`src/rtl/seq_alu.sv`:
```
// seq_alu: eight-function ALU with a bit-serial shifter; define ALU_CARRY_CHAIN_EN to chain the stored carry into ADD/SUB.
// Latency 1 cycle (shift by k>0: k+1); the result is held in DONE until out_ready, and in_ready is high only in IDLE.
module seq_alu #(
  parameter int WIDTH = 8,
  parameter int SW    = $clog2(WIDTH)
) (
  input  logic             clk,
  input  logic             reset,
  input  logic             in_valid,
  output logic             in_ready,
  input  logic [WIDTH-1:0] a,
  input  logic [WIDTH-1:0] b,
  input  logic [2:0]       fs,
  input  logic [SW-1:0]    shamt,
  input  logic             use_carry,
  output logic             out_valid,
  input  logic             out_ready,
  output logic [WIDTH-1:0] y,
  output logic             c,
  output logic             v,
  output logic             n,
  output logic             z
);

  typedef enum logic [1:0] {IDLE, SHIFT, DONE} state_t;

  localparam logic [2:0] FS_ADD = 3'b000;
  localparam logic [2:0] FS_SUB = 3'b001;
  localparam logic [2:0] FS_SHL = 3'b010;
  localparam logic [2:0] FS_SHR = 3'b011;
  localparam logic [2:0] FS_ASR = 3'b100;
  localparam logic [2:0] FS_AND = 3'b101;
  localparam logic [2:0] FS_OR  = 3'b110;
  localparam logic [2:0] FS_XOR = 3'b111;

  state_t           state;
  logic [2:0]       op_q;
  logic [SW-1:0]    cnt_q;
  logic             carry_q;

  logic             is_sub;
  logic             is_shift;
  logic             cin;
  logic [WIDTH-1:0] b_op;
  logic [WIDTH:0]   sum;
  logic             add_v;
  logic [WIDTH-1:0] imm_y;
  logic             imm_c;
  logic             imm_v;
  logic [WIDTH-1:0] step_y;
  logic             step_out;

`ifndef ALU_CARRY_CHAIN_EN
  // Without the carry chain these inputs have no effect on the datapath.
  logic unused_carry;
  assign unused_carry = use_carry ^ carry_q;
`endif

  always_comb begin
    is_sub   = (fs == FS_SUB);
    is_shift = (fs == FS_SHL) || (fs == FS_SHR) || (fs == FS_ASR);
`ifdef ALU_CARRY_CHAIN_EN
    cin = is_sub ? (1'b1 | (use_carry & carry_q)) : (use_carry & carry_q);
`else
    cin = is_sub;
`endif
    b_op  = is_sub ? ~b : b;
    sum   = {1'b0, a} + {1'b0, b_op} + {{WIDTH{1'b0}}, cin};
    add_v = (a[WIDTH-1] == b_op[WIDTH-1]) && (sum[WIDTH-1] != a[WIDTH-1]);
    imm_y = a;
    imm_c = 1'b0;
    imm_v = 1'b0;
    case (fs)
      FS_ADD, FS_SUB: begin
        imm_y = sum[WIDTH-1:0];
        imm_c = sum[WIDTH];
        imm_v = add_v;
      end
      FS_AND:  imm_y = a & b;
      FS_OR:   imm_y = a | b;
      FS_XOR:  imm_y = a ^ b;
      default: ; // shift by zero passes A through with c=0
    endcase
  end

  // One-bit shift step; y doubles as the shift register while in SHIFT.
  always_comb begin
    step_y   = {1'b0, y[WIDTH-1:1]};
    step_out = y[0];
    case (op_q)
      FS_SHL: begin
        step_y   = {y[WIDTH-2:0], 1'b0};
        step_out = y[WIDTH-1];
      end
      FS_ASR:  step_y = {y[WIDTH-1], y[WIDTH-1:1]};
      default: ;
    endcase
  end

  always_ff @(posedge clk) begin
    if (reset) begin
      state     <= IDLE;
      in_ready  <= 1'b1;
      out_valid <= 1'b0;
      y         <= '0;
      c         <= 1'b0;
      v         <= 1'b0;
      n         <= 1'b0;
      z         <= 1'b1;
      carry_q   <= 1'b0;
      op_q      <= FS_ADD;
      cnt_q     <= '0;
    end else begin
      case (state)
        IDLE: begin
          if (in_valid) begin
            op_q     <= fs;
            in_ready <= 1'b0;
            if (is_shift && (shamt != '0)) begin
              y     <= a;
              cnt_q <= shamt;
              state <= SHIFT;
            end else begin
              y         <= imm_y;
              c         <= imm_c;
              v         <= imm_v;
              n         <= imm_y[WIDTH-1];
              z         <= (imm_y == '0);
              carry_q   <= imm_c;
              out_valid <= 1'b1;
              state     <= DONE;
            end
          end
        end
        SHIFT: begin
          y     <= step_y;
          cnt_q <= cnt_q - 1'b1;
          if (cnt_q == SW'(1)) begin
            c         <= step_out;
            v         <= 1'b0;
            n         <= step_y[WIDTH-1];
            z         <= (step_y == '0);
            carry_q   <= step_out;
            out_valid <= 1'b1;
            state     <= DONE;
          end
        end
        DONE: begin
          if (out_ready) begin
            out_valid <= 1'b0;
            in_ready  <= 1'b1;
            state     <= IDLE;
          end
        end
        default: state <= IDLE;
      endcase
    end
  end

endmodule

```
`config.mk`:
```
export PLATFORM = sky130hd
export DESIGN_NAME = seq_alu
export DESIGN_NICKNAME = d
export VERILOG_FILES = /design/src/rtl/seq_alu.sv
export SDC_FILE = /design/constraint.sdc
export NUM_CORES = 1
export LEC_CHECK = 0
export BUFFER_PORTS_ARGS = -buffer_cell sky130_fd_sc_hd__clkbuf_2
export CORE_UTILIZATION = 57
export CTS_CLUSTER_DIAMETER = 80
export DETAILED_ROUTE_END_ITERATION = 7
export GPL_ROUTABILITY_DRIVEN = 0
export PLACE_DENSITY_LB_ADDON = 0.1
export SETUP_SLACK_MARGIN = 0.5
export SLEW_MARGIN = 20
export SYNTH_ARGS = -nofsm -noshare
export SYNTH_HDL_FRONTEND = slang
export SYNTH_SLANG_ARGS = --single-unit
```
`constraint.sdc`:
```
create_clock -name clk -period 4.2 [get_ports clk]
set_input_delay 0.42 -clock clk [delete_from_list [all_inputs] [get_ports clk]]
set_output_delay 0.42 -clock clk [all_outputs]
set_load 0.05 [all_outputs]
```
# Word-level counts from Yosys, hierarchy flattened
# Cells that the tools add are included.
[totals]
latch_bits = 0
word_cells = 97
in_bits = 27
output_inout_bits = 14
mem_count = 0
mem_bits_rw = 0
regBits = 22
romBits = 0
[classes]
shifts = 0
bitwise_logic = 4
n_mul = 0
add_sub_neg = 3
order_cmp = 0
n_eq_ne = 19
reduce_logical = 20
div_mod_pow = 0
n_mux = 41
[ops]
columns = ["operator", "n"]
rows = [
  ["one-hot mux 8 bit (2 select lines)", 2],
  ["one-hot mux 8 bit (4 select lines)", 1],
  ["2-to-1 mux 8 bit", 3],
  ["2-to-1 mux 1 bit", 21],
  ["logical NOT 8 bit", 2],
  ["equality test 3 bit (second input constant)", 5],
  ["inequality test 2 bit (second input constant)", 5],
  ["one-hot mux 1 bit (2 select lines)", 5],
  ["adder 8 x 8 -> 9 bit", 1],
  ["adder 9 x 1 -> 9 bit", 1],
  ["equality test 3 x 2 -> 1 bit (second input constant)", 3],
  ["AND reduction 3 bit", 3],
  ["AND 8 bit", 1],
  ["2-to-1 mux 2 bit", 4],
  ["NOT 8 bit", 1],
  ["bitwise OR 8 bit", 1],
  ["bitwise XOR 8 bit", 1],
  ["equality test 3 x 1 -> 1 bit (second input constant)", 2],
  ["2-to-1 mux 3 bit", 2],
  ["one-hot mux 2 bit (3 select lines)", 1],
  ["one-hot mux 3 bit (2 select lines)", 1],
  ["nonzero test 3 bit", 2],
  ["AND reduction 5 bit", 1],
  ["AND reduction 2 bit", 2],
  ["other kinds (13)", 16],
]

# Logic depth before layout (Yosys ltp)
[depth]
word_depth = 10
mapped_depth = 13
depth_no_buf = 10

# Least setup slack after synthesis
# No wires, ideal clock.
[synth_timing]
path_type = "in2reg"
startpoint = "in fs[1]"
endpoint = "reg z"
n_path_buf = 2
required_ns = 4.116
setup_time_ns = 0.084
t_arrival_ns = 3.322
path_slack_ns = 0.794
cell_stages = 12
path_cell_list = "buf_4 > nor2_1 > and2_1 > clkbuf_1 > xnor2_1 > ha_1 > and4_4 > o21a_1 > or4_1 > a31o_1 > or3_1 > o31ai_2"
[synth_between]
elab_chain_len = 9
elab_cells_between_ends = 22
cone_classes = "add/sub: 2; eq/ne: 8; mux: 5; reduce/logical: 7"
[synth_lines]
columns = ["item", "line_no", "text"]
rows = [
  ["start, declared", "13", "input logic [2:0] fs,"],
  ["equality test 3 x 1 -> 1 bit", "60, 73", ""],
  ["2-to-1 mux 8 bit", "67", "b_op = is_sub ? ~b : b;"],
  ["adder 8 x 8 -> 9 bit", "68", "sum = {1'b0, a} + {1'b0, b_op} + {{WIDTH{1'b0}}, cin};"],
  ["adder 9 x 1 -> 9 bit", "68", ""],
  ["one-hot mux 8 bit (4 select lines)", "73", "case (fs)"],
  ["logical NOT 8 bit", "128", "z <= (imm_y == '0);"],
  ["2-to-1 mux 1 bit", "119", "if (is_shift && (shamt != '0)) begin"],
  ["2-to-1 mux 1 bit", "116", "if (in_valid) begin"],
  ["one-hot mux 1 bit (2 select lines)", "114", "case (state)"],
  ["end signal, assigned", "128", ""],
  ["end signal, assigned", "142", "z <= (step_y == '0);"],
  ["end, declared", "22", "output logic z"],
]
# Several ways; a longest one is shown, not always the timed one. The select of a mux whose other input is x is not followed.
# A chain may end at the register's enable or synchronous reset.

# Worst setup path in the final report
[layout_timing]
startpoint = "in fs[0]"
endpoint = "reg z"
# The elaborated chain is that of the path after synthesis.

==> out/qor_table.md <==
| Quantity | Value | Unit |
|:---|:---|:---|
| RSZ-0062 raised after global routing | no | - |
| Placed Instances | 385 | - |
| Final hold violation count | 0 | - |
| Count of cells resized by post-cts repair | 0 | - |
| Layout Nets | 395 | - |
| Total number of placement rows | 22 | - |
| Required time at the worst-slack endpoint | 4.39 | ns |
| Ratio of cells with drive above 1 in the final layout | 16.2 | % |
| Via count of the first global-routing pass | 2044 | - |
| Share of the clock period used by the worst path after layout | 74.7 | % |
| Launch point of the worst reg-to-reg path | state[0]$_SDFFE_PP0P_ | - |
| Total Routed Length | 5440 | um |
| Largest driver fanout on the critical path | 23 | - |
| Reg2reg setup slack | 2.18 | ns |
| Startpoint type of the worst setup path | primary input | - |
| Sinks on Clock Net | 22 | - |
| Most used flip-flop cell after synthesis | sky130_fd_sc_hd__dfxtp_1 | - |
| Slew at the pin closest to its max-slew limit | 0.797 | ns |
| Wire length of the first global-routing pass | 9200 | um |
| Overall Power | 0.689 | mW |
| Critical path endpoint category | flop | - |
| Clock buffer depth | 2 | - |
| Largest net degree at the start of global routing | 35 | - |
| Antenna-violating nets left | 0 | - |
| Result of the run | complete, no violations | - |
| Fin. max-slew vios | 0 | - |
| Slew HR | 46.7 | % |
| Via Count | 2331 | - |
| Pwr/cell area | 267 | mW/mm^2 |
| Overflow left after global routing | 0 | - |
| CTS tree | yes | - |
| Post-synthesis net count | 366 | - |
| DR DRC count | 0 | - |
| All-layer global routing usage | 27.3 | % |
| Netlist cell types | 58 | - |
| HP Start | out_ready | - |
| Yosys reg bits | 22 | - |
| Post-detail-place hpwl | 4090 | um |
| Total clock buffers created by CTS | 3 | - |
| Sequential-to-total area share from yosys stat | 18.8 | % |
| CP Class | primary input to flop | - |
| Most repeated cell in the gate-level netlist after synthesis | sky130_fd_sc_hd__nand2_1 | - |
| Buffer count from post-CTS setup fixing | 0 | - |
| Arrival time at the worst endpoint | 3.32 | ns |
| Count of hold buffers inserted by post-cts repair | 0 | - |
| Maximum vdd drop | 0.188 | mV |
| Clock transition at the registers of the reported paths | 0.08 | ns |
| Number of levels in the clock H-tree | 1 | - |
| Main area contributors after synthesis | sky130_fd_sc_hd__dfxtp_1, sky130_fd_sc_hd__ha_1, sky130_fd_sc_hd__nand2_1, sky130_fd_sc_hd__a21oi_1, sky130_fd_sc_hd__inv_1 | - |
| Number of cells in the finished layout apart from fillers | 388 | - |
| Skew-Pair Late Insertion Delay | 0.27 | ns |
| Hold Crit Class | primary input to flop | - |
| Number of primary I/O pins | 41 | - |
| Proportion of synthesized flip-flops having asynchronous set or reset | 0 | % |
| Core region area | 0.00380 | mm^2 |
| Max Clock Freq | 319 | MHz |
| Clock root buffer master | sky130_fd_sc_hd__clkbuf_8 | - |
| Final setup viols | 0 | - |
| Area of the die | 0.00438 | mm^2 |
| Drt via density | 6.01 | - |
| Mean area per synthesized cell | 7.50 | um^2 |
| Instance count of the mapped netlist | 313 | - |
| Largest area contributor in the netlist | sky130_fd_sc_hd__dfxtp_1 | - |
| Die width | 66.2 | um |
| Die Height | 66.2 | um |
| Drt first-iter violations | 171 | - |
| Minimum period implied by the final worst setup slack | 3.14 | ns |
| Number of synthesized flops with an enable pin | 0 | - |
| Initial core utilization | 61.8 | % |
| Leakage dissipation | 1.15 | nW |
| Cell area after synthesis | 0.00235 | mm^2 |
| DR WL/cell | 14.0 | um |
| Setup TNS | 0 | ns |
| Top cell type's share of synthesized area | 18.8 | % |
| Count of buffers from port buffering | 39 | - |
| Number of antenna violations at the first check in global routing | 0 | - |
| Leading post-synthesis cells by instance count | sky130_fd_sc_hd__nand2_1, sky130_fd_sc_hd__ha_1, sky130_fd_sc_hd__a21oi_1, sky130_fd_sc_hd__inv_1 | - |
| Setup skew after layout | 0.00626 | ns |
| Number of iterations in the first detailed-routing pass | 4 | - |
| Syn-to-layout area delta | 9.86 | % |
| Syn. warnings | 0 | - |
| Antenna Cells | 0 | - |
| Maximum capacitance violations | 0 | - |
| Launch point of the worst path | fs[0] | - |
[registers in the layout, summed over array words and instances, names as in the netlist]
| signal | flops |
|---|---|
| y | 8 |
| cnt_q | 3 |
| op_q | 3 |
| state | 2 |
| c | 1 |
| in_ready | 1 |
| n | 1 |
| out_valid | 1 |
| v | 1 |
| z | 1 |
[path summary, 6_finish.rpt]
path | endpoint | depth (start not counted)
setup / recovery | z$_SDFFE_PP1P_ | 10
hold / removal | in_ready$_SDFFE_PP1P_ | 3
setup reg to reg | y[6]$_SDFFE_PP0P_ | 5
hold reg to reg | op_q[0]$_SDFFE_PP0P_ | 2
[critical path, cell delays in order]
cell and delay, ns:
sky130_fd_sc_hd__clkbuf_2 0.35, sky130_fd_sc_hd__and2_1 0.48, sky130_fd_sc_hd__xnor2_1 0.22, sky130_fd_sc_hd__ha_1 0.32
sky130_fd_sc_hd__and4_4 0.20, sky130_fd_sc_hd__o21a_1 0.11, sky130_fd_sc_hd__or4_1 0.47, sky130_fd_sc_hd__a31o_1 0.25
sky130_fd_sc_hd__or3_1 0.32, sky130_fd_sc_hd__o31ai_2 0.17
[cell families (layout without fill, tap and decap cells)]
group / after synthesis / after routing / synth area share, %
compound gates: 96 / 96 / 28.1
xor+xnor: 9 / 9 / 3.36
buf+inv: 42 / 69 / 7.57
simple gates: 112 / 112 / 25.0
fa+ha+maj: 26 / 26 / 14.2
mux: 6 / 6 / 3.09
flops: 22 / 22 / 18.8
[layout make-up]
type | instances | area [um^2]
Clock buffer | 3 | 41.3
Fill cell | 359 | 1220
Inverter | 24 | 90.1
Multi-Input combinational cell | 249 | 1730
Sequential cell | 22 | 440
Tap cell | 48 | 60.1
Timing Repair Buffer | 42 | 218
[power breakdown]
group | leakage [nW] | total [mW] | switching, mW | internal, mW
Clock | 0.0216 | 0.133 | 0.0687 | 0.0642
Sequential | 0.181 | 0.249 | 0.0204 | 0.228
Combinational | 0.948 | 0.308 | 0.193 | 0.115
[routing by layer]
metal	track usage [%]	wire length, um	share of wire [%]	vias up
li1	-	-	-	1198
met1	37.4	2680	49	1079
met2	43.4	2460	45	49
met3	4.66	259	4.8	5
met4	8.24	47	0.86	0
met5	0	0	0	-
[cell usage in the layout, fill, tap and decap left out, types with 3 or more instances in the layout]
cell type                  synthesis  layout
sky130_fd_sc_hd__a211oi_1          8       8
sky130_fd_sc_hd__a21boi_0          3       3
sky130_fd_sc_hd__a21o_1            4       4
sky130_fd_sc_hd__a21oi_1          24      24
sky130_fd_sc_hd__a221oi_1          8       8
sky130_fd_sc_hd__a22oi_1           5       5
sky130_fd_sc_hd__a31oi_1           3       3
sky130_fd_sc_hd__and2_1            5       5
sky130_fd_sc_hd__buf_4             1       3
sky130_fd_sc_hd__clkbuf_2          0      39
sky130_fd_sc_hd__clkbuf_8          0       3
sky130_fd_sc_hd__dfxtp_1          22      22
sky130_fd_sc_hd__ha_1             25      25
sky130_fd_sc_hd__inv_1            24      24
sky130_fd_sc_hd__mux2i_1           5       5
sky130_fd_sc_hd__nand2_1          37      37
sky130_fd_sc_hd__nand2b_1          7       7
sky130_fd_sc_hd__nand3_1           7       7
sky130_fd_sc_hd__nand3b_1          4       4
sky130_fd_sc_hd__nor2_1           22      22
sky130_fd_sc_hd__nor2b_1           3       3
sky130_fd_sc_hd__nor3_1            5       5
sky130_fd_sc_hd__o211ai_1          5       5
sky130_fd_sc_hd__o21a_1            3       3
sky130_fd_sc_hd__o21ai_0          14      14
sky130_fd_sc_hd__o221ai_1          3       3
sky130_fd_sc_hd__or3_1             5       5
sky130_fd_sc_hd__xnor2_1           8       8
[stage by stage]
step           hold WS [ns]  instance area [um^2]  setup slack (ns)  util (%)
2_1_floorplan         0.458                  2350             0.794         -
3_3_place_gp          0.464                  2540             0.825      66.8
3_5_place_dp          0.481                  2540             0.781      66.8
4_1_cts               0.451                  2580              1.07      67.9
5_1_grt               0.459                  2580             0.830      67.9
6_report              0.450                  2580              1.06      67.9
No activity file was read; power rests on OpenSTA's default activity.
